## config.mk

```make
export PLATFORM = sky130hd
export DESIGN_NAME = branch_update_queue
export DESIGN_NICKNAME = d
export VERILOG_FILES = /design/src/rtl/branch_update_queue_pkg.sv /design/src/rtl/branch_update_queue_compactor.sv /design/src/rtl/branch_update_queue.sv
export SDC_FILE = /design/constraint.sdc
export NUM_CORES = 2
export LEC_CHECK = 0
export BUFFER_PORTS_ARGS = -buffer_cell sky130_fd_sc_hd__buf_2
export CELL_PAD_IN_SITES_DETAIL_PLACEMENT = 0
export CELL_PAD_IN_SITES_GLOBAL_PLACEMENT = 1
export CORE_ASPECT_RATIO = 1.2
export CORE_MARGIN = 4
export CORE_UTILIZATION = 50
export DETAILED_ROUTE_END_ITERATION = 6
export GPL_TIMING_DRIVEN = 0
export PLACE_DENSITY_LB_ADDON = 0.05
export SETUP_SLACK_MARGIN = 0.15
export SYNTH_ARGS = -nofsm -noshare
export SYNTH_HDL_FRONTEND = slang
export SYNTH_SLANG_ARGS = --single-unit
```

## constraint.sdc

```tcl
create_clock -name clock -period 5.5 [get_ports clock]
set_clock_uncertainty 0.15 [all_clocks]
set_input_delay 1.1 -clock clock [delete_from_list [all_inputs] [get_ports clock]]
set_output_delay 1.1 -clock clock [all_outputs]
set_load 0.1 [all_outputs]
```

## src/rtl/branch_update_queue_pkg.sv

```systemverilog
// branch_update_queue_pkg: shared widths and the ROB-to-predictor update packet types
package branch_update_queue_pkg;
  localparam int N = 2;
  localparam int ADDR = 32;
  localparam int BUQ_DEPTH = 8;
  localparam int OW = $clog2(N + 1);
  typedef struct packed {
    logic valid;
    logic [ADDR-1:0] pc;
    logic resolve_taken;
    logic [ADDR-1:0] resolve_target;
  } rob_if_entry_t;
  typedef struct packed {
    rob_if_entry_t [N-1:0] entries;
  } rob_if_packet_t;
endpackage

```

## src/rtl/branch_update_queue_compactor.sv

```systemverilog
// branch_update_queue_compactor: prefix-sum of retiring branches into write offsets and an accept mask
// Ports: retire_valid/retire_is_branch select slots; space is the pre-pop room in the queue;
// offset[i] is slot i's position among enqueued slots; accept marks slots that fit;
// enq_cnt counts all enqueue requests, acc_cnt only the accepted ones.
module branch_update_queue_compactor
  import branch_update_queue_pkg::*;
#(
  parameter int CW = 4
) (
  input  logic [N-1:0]          retire_valid,
  input  logic [N-1:0]          retire_is_branch,
  input  logic [CW-1:0]         space,
  output logic [N-1:0][OW-1:0]  offset,
  output logic [N-1:0]          accept,
  output logic [OW-1:0]         enq_cnt,
  output logic [CW-1:0]         acc_cnt
);
  logic [N-1:0] enq;
  assign enq = retire_valid & retire_is_branch;
  // Offsets grow in slot order, so a shortage of space drops only the youngest slots.
  always_comb begin
    offset = '0;
    accept = '0;
    enq_cnt = '0;
    acc_cnt = '0;
    for (int i = 0; i < N; i++) begin
      offset[i] = enq_cnt;
      accept[i] = enq[i] && (CW'(enq_cnt) < space);
      enq_cnt = enq_cnt + OW'(enq[i]);
      acc_cnt = acc_cnt + CW'(accept[i]);
    end
  end
endmodule

```

## src/rtl/branch_update_queue.sv

```systemverilog
// branch_update_queue: circular FIFO of resolved branches drained oldest-first to the predictors
// Ports: clock/reset_n (async active-low); retire_* are the ROB retirement slots;
// hold stalls draining; rob_if_packet presents up to DRAIN_W oldest entries;
// free_slots is the registered credit for the ROB; overflow_err is sticky until reset.
module branch_update_queue
  import branch_update_queue_pkg::*;
#(
  parameter int DEPTH = BUQ_DEPTH,
  parameter int DRAIN_W = N
) (
  input  logic                          clock,
  input  logic                          reset_n,
  input  logic [N-1:0]                  retire_valid,
  input  logic [N-1:0]                  retire_is_branch,
  input  logic [N-1:0][ADDR-1:0]        retire_pc,
  input  logic [N-1:0]                  retire_taken,
  input  logic [N-1:0][ADDR-1:0]        retire_target,
  input  logic                          hold,
  output rob_if_packet_t                rob_if_packet,
  output logic [$clog2(DEPTH+1)-1:0]    free_slots,
  output logic                          overflow_err
);
  localparam int CW = $clog2(DEPTH + 1);
  localparam int PW = $clog2(DEPTH);
  logic [PW-1:0] head_q, head_d, tail_q, tail_d;
  logic [CW-1:0] count_q, count_d, free_q, free_d;
  logic [CW-1:0] space, avail, pop, acc_cnt;
  logic ovf_q, ovf_d;
  rob_if_entry_t mem_q [DEPTH];
  rob_if_entry_t mem_d [DEPTH];
  logic [N-1:0][OW-1:0] offset;
  logic [N-1:0] accept;
  logic [OW-1:0] enq_cnt;
  // Space is measured before this cycle's pops: freed slots are not reused until the next cycle.
  assign space = CW'(DEPTH) - count_q;
  branch_update_queue_compactor #(.CW(CW)) u_compactor (
    .retire_valid     (retire_valid),
    .retire_is_branch (retire_is_branch),
    .space            (space),
    .offset           (offset),
    .accept           (accept),
    .enq_cnt          (enq_cnt),
    .acc_cnt          (acc_cnt)
  );
  always_comb begin
    avail = count_q < CW'(DRAIN_W) ? count_q : CW'(DRAIN_W);
    pop = hold ? '0 : avail;
    count_d = count_q - pop + acc_cnt;
    free_d = CW'(DEPTH) - count_d;
    head_d = head_q + PW'(pop);
    tail_d = tail_q + PW'(acc_cnt);
    ovf_d = ovf_q | (CW'(enq_cnt) > space);
    mem_d = mem_q;
    for (int i = 0; i < N; i++)
      if (accept[i])
        mem_d[tail_q + PW'(offset[i])] = '{valid: 1'b1, pc: retire_pc[i],
                                           resolve_taken: retire_taken[i],
                                           resolve_target: retire_target[i]};
    // Presentation reads only registered state, so a new entry appears the cycle after its write.
    rob_if_packet = '0;
    for (int k = 0; k < N; k++)
      if (CW'(k) < avail) rob_if_packet.entries[k] = mem_q[head_q + PW'(k)];
  end
  always_ff @(posedge clock or negedge reset_n) begin
    if (!reset_n) begin
      head_q <= '0;
      tail_q <= '0;
      count_q <= '0;
      free_q <= CW'(DEPTH);
      ovf_q <= 1'b0;
    end else begin
      head_q <= head_d;
      tail_q <= tail_d;
      count_q <= count_d;
      free_q <= free_d;
      ovf_q <= ovf_d;
    end
  end
  always_ff @(posedge clock) mem_q <= mem_d;
  assign free_slots = free_q;
  assign overflow_err = ovf_q;
endmodule

```

==> impl_metrics.ini <==
[grt]
grt_overflow = 0
antenna_found_initial = 19
track_usage_pct = 30.5
grt_pass1_vias = 24600
grt_pass1_wl_um = 160000
grt_max_degree = 15

[drt]
wl_met3_um = 6710
postRouteWirelength_um = 110000
wl_met2_um = 53900
viasPerCell = 6.25
num_vias = 23300
drc = 0
firstDrtPassIters = 5
highest_layer = met5
drt-met1-wl_um = 44800
drtAntennaViolNets = 0
drt_iter0_drc = 1413
routedWlPerCell_um = 29.5

[critical_path]
crit-reg2reg-capture = free_slots[3]$_DFF_PN1_
r2r_cells = 11
crit_type = reg2out
cp_max_fo = 10
r2r_slack_ns = 1.33
cp-endpoint = rob_if_packet[114]
cp_data_arrival_time_ns = 3.97
cp-end-kind = output port
reg2reg_from = count_q[3]$_DFF_PN0_
crit_start = count_q[3]$_DFF_PN0_
critPathLaunchType = flop
worstPathRequired_ns = 4.25

[flow_run]
maxCapViolCount = 0

[layout]
final_nets = 2992
area_growth_pct = 13.3
drive_gt1_share_pct = 62.6
fin_area_mm2 = 0.0373

[timing]
setup_violations = 0
period_share_pct = 94.9
finalHoldViolations = 0
final_max_slew_viol_count = 0
slew_headroom_pct = 10.8
rsz0062_at_grt = true
period_needed_ns = 5.22
setup_tns_ns = 0
tightest_slew_ns = 1.34
max_freq_mhz = 192

[clock_network]
clockBufferDepth = 3
cts_hold_buf = 0
cts.sink_count = 542
cts_inserted_buffers = 60
clk_latency_ns = 0.63
cts_tree = done
cts_root_buf = clkbuf_16
cts_setup_buffers = 0
clk_pin_slew_ns = 0.06
htree_levels = 2

[worst_hold_path]
hold_class = in2async

[logic_synthesis]
yosysWarnings = 0
synth-seq-area-share_pct = 33.2
syn_nets = 2657
synth_cells = 2500
ys_types = 42
syn_area_per_cell_um2 = 13.2
synth-seq-cells = 542
synth-async-reset-ratio_pct = 2.58
synth_flop_cell = dfxtp_1
synth_edf_count = 0
synth_area_mm2 = 0.0329

[floorplan]
core.rowCount = 102
dieArea_mm2 = 0.0700
io-pin-count = 274
start_util_pct = 50.8
core_area_mm2 = 0.0648
die_x_um = 242
fp.dieH_um = 289

[place]
gp_congestion = 0.831
io_buffers = 273
postPlaceCellArea_mm2 = 0.0353
dp_hpwl_um = 73500

[outcome]
outcome = completed
how the worst min path moves through the flow:
stage | from | endpoint | slack [ns]
final | reset_n | tail_q[0]$_DFF_PN0_ | 0.21
after global routing | reset_n | tail_q[0]$_DFF_PN0_ | 0.22
after CTS | reset_n | tail_q[0]$_DFF_PN0_ | 0.19
after detailed placement | overflow_err$_DFF_PN0_ | overflow_err$_DFF_PN0_ | 0.30
after global placement | mem_q[197]$_DFF_P_ | mem_q[197]$_DFF_P_ | 0.30
after floorplan | mem_q[131]$_DFF_P_ | mem_q[131]$_DFF_P_ | 0.28
critical path, cell delays in order, from the launching register on:
cell and delay (ns):
dfrtp_1 0.38, buf_6 0.14, nor3_1 0.92, clkbuf_1 0.69, clkbuf_1 0.64, a21oi_1 0.22
buf_2 0.36
cells in the final DEF (no fill, tap or decap), types with 4 or more instances in the layout:
| master | synthesis | final |
|---|---|---|
| a21oi_1 | 70 | 70 |
| buf_1 | 18 | 11 |
| buf_2 | 88 | 359 |
| buf_6 | 36 | 36 |
| clkbuf_1 | 67 | 67 |
| clkbuf_16 | 0 | 61 |
| clkbuf_2 | 0 | 18 |
| clkbuf_8 | 0 | 10 |
| clkinv_2 | 0 | 11 |
| dfrtp_1 | 13 | 13 |
| dfxtp_1 | 528 | 528 |
| diode_2 | 0 | 15 |
| fa_1 | 4 | 4 |
| ha_1 | 16 | 16 |
| inv_1 | 20 | 20 |
| mux2_1 | 27 | 27 |
| mux2_2 | 857 | 857 |
| mux2_4 | 156 | 156 |
| mux2i_1 | 66 | 66 |
| mux4_2 | 264 | 264 |
| nand2_1 | 140 | 140 |
| nor2_1 | 72 | 72 |
| nor3_1 | 9 | 9 |
| or3_1 | 5 | 5 |
| or4_4 | 4 | 4 |
| xnor2_1 | 7 | 7 |
| xor2_1 | 4 | 4 |
routing by layer:
metal,track usage (%),vias up
li1,-,10200
met1,38.3,12000
met2,52.6,824
met3,5.77,259
met4,11.4,10
met5,0,-
registers in the layout (all words and copies together) (netlist names):
register and cells:
count_q 3, free_slots 4, head_q 3, mem_q 528
overflow_err 1, tail_q 3
synth_stat cells (2+ instances only):
| library cell | instances | area share (%) |
|---|---|---|
| ha_1 | 16 | 0.61 |
| or3b_1 | 3 | 0.080 |
| nand3b_1 | 3 | 0.068 |
| mux2_1 | 27 | 0.92 |
| buf_6 | 36 | 1.2 |
| dfrtp_1 | 13 | 0.99 |
| nor3_1 | 9 | 0.14 |
| or3_1 | 5 | 0.095 |
| nand2_1 | 140 | 1.6 |
| dfxtp_1 | 528 | 32 |
| mux2_2 | 857 | 29 |
| or4_4 | 4 | 0.14 |
| nor2_1 | 72 | 0.82 |
| buf_1 | 18 | 0.21 |
| or2_2 | 3 | 0.057 |
| xnor2_1 | 7 | 0.19 |
| xor2_1 | 4 | 0.11 |
| mux2i_1 | 66 | 2.0 |
| fa_1 | 4 | 0.24 |
| mux4_2 | 264 | 18 |
| buf_4 | 3 | 0.068 |
| a21oi_1 | 70 | 1.1 |
| mux2_4 | 156 | 7.1 |
| inv_1 | 20 | 0.23 |
| clkbuf_1 | 67 | 0.76 |
| nand4_1 | 2 | 0.038 |
| buf_2 | 88 | 1.3 |
layout make-up:
cell class | instances | area, um2
clock inverters | 19 | 181
inverters | 20 | 75.1
flip-flops and latches | 542 | 10900
diodes | 15 | 37.5
repair buffers | 273 | 1370
fillers | 5467 | 27500
multi-input cells | 1726 | 20700
well taps | 832 | 1040
plain buffers | 212 | 1230
clock buffers | 85 | 1720
stage by stage:
stage | cells | utilization [%] | hold WS, ns | setup slack (ns)
final | 3724 | 57.6 | 0.207 | 0.279
after CTS | 3709 | 57.5 | 0.192 | 0.154
after global placement | 3605 | 54.5 | 0.296 | 0.227
after floorplan | 2500 | - | 0.277 | 0.984
after global routing | 3716 | 57.5 | 0.216 | 0.103
after detailed placement | 3605 | 54.5 | 0.303 | 0.218
repair_timing:
item                                   in CTS  in global routing
resized for setup                          18                 10
setup endpoints to repair                 125                 11
endpoints found under the hold margin       0                  0
logic make-up after synthesis:
family	after synthesis	synth area share [%]
AO/OA/AOI/OAI	75	1.17
flip-flops	542	33.2
buffers and inverters	232	3.83
other	1	0.0114
XOR/XNOR	11	0.293
adder cells (fa/ha/maj)	20	0.851
AND/OR/NAND/NOR	249	3.25
multiplexers	1370	57.4
Power is left out: the tool's default activity adds up to more than one toggle a clock period on the data nets, which glitch-free logic cannot reach.
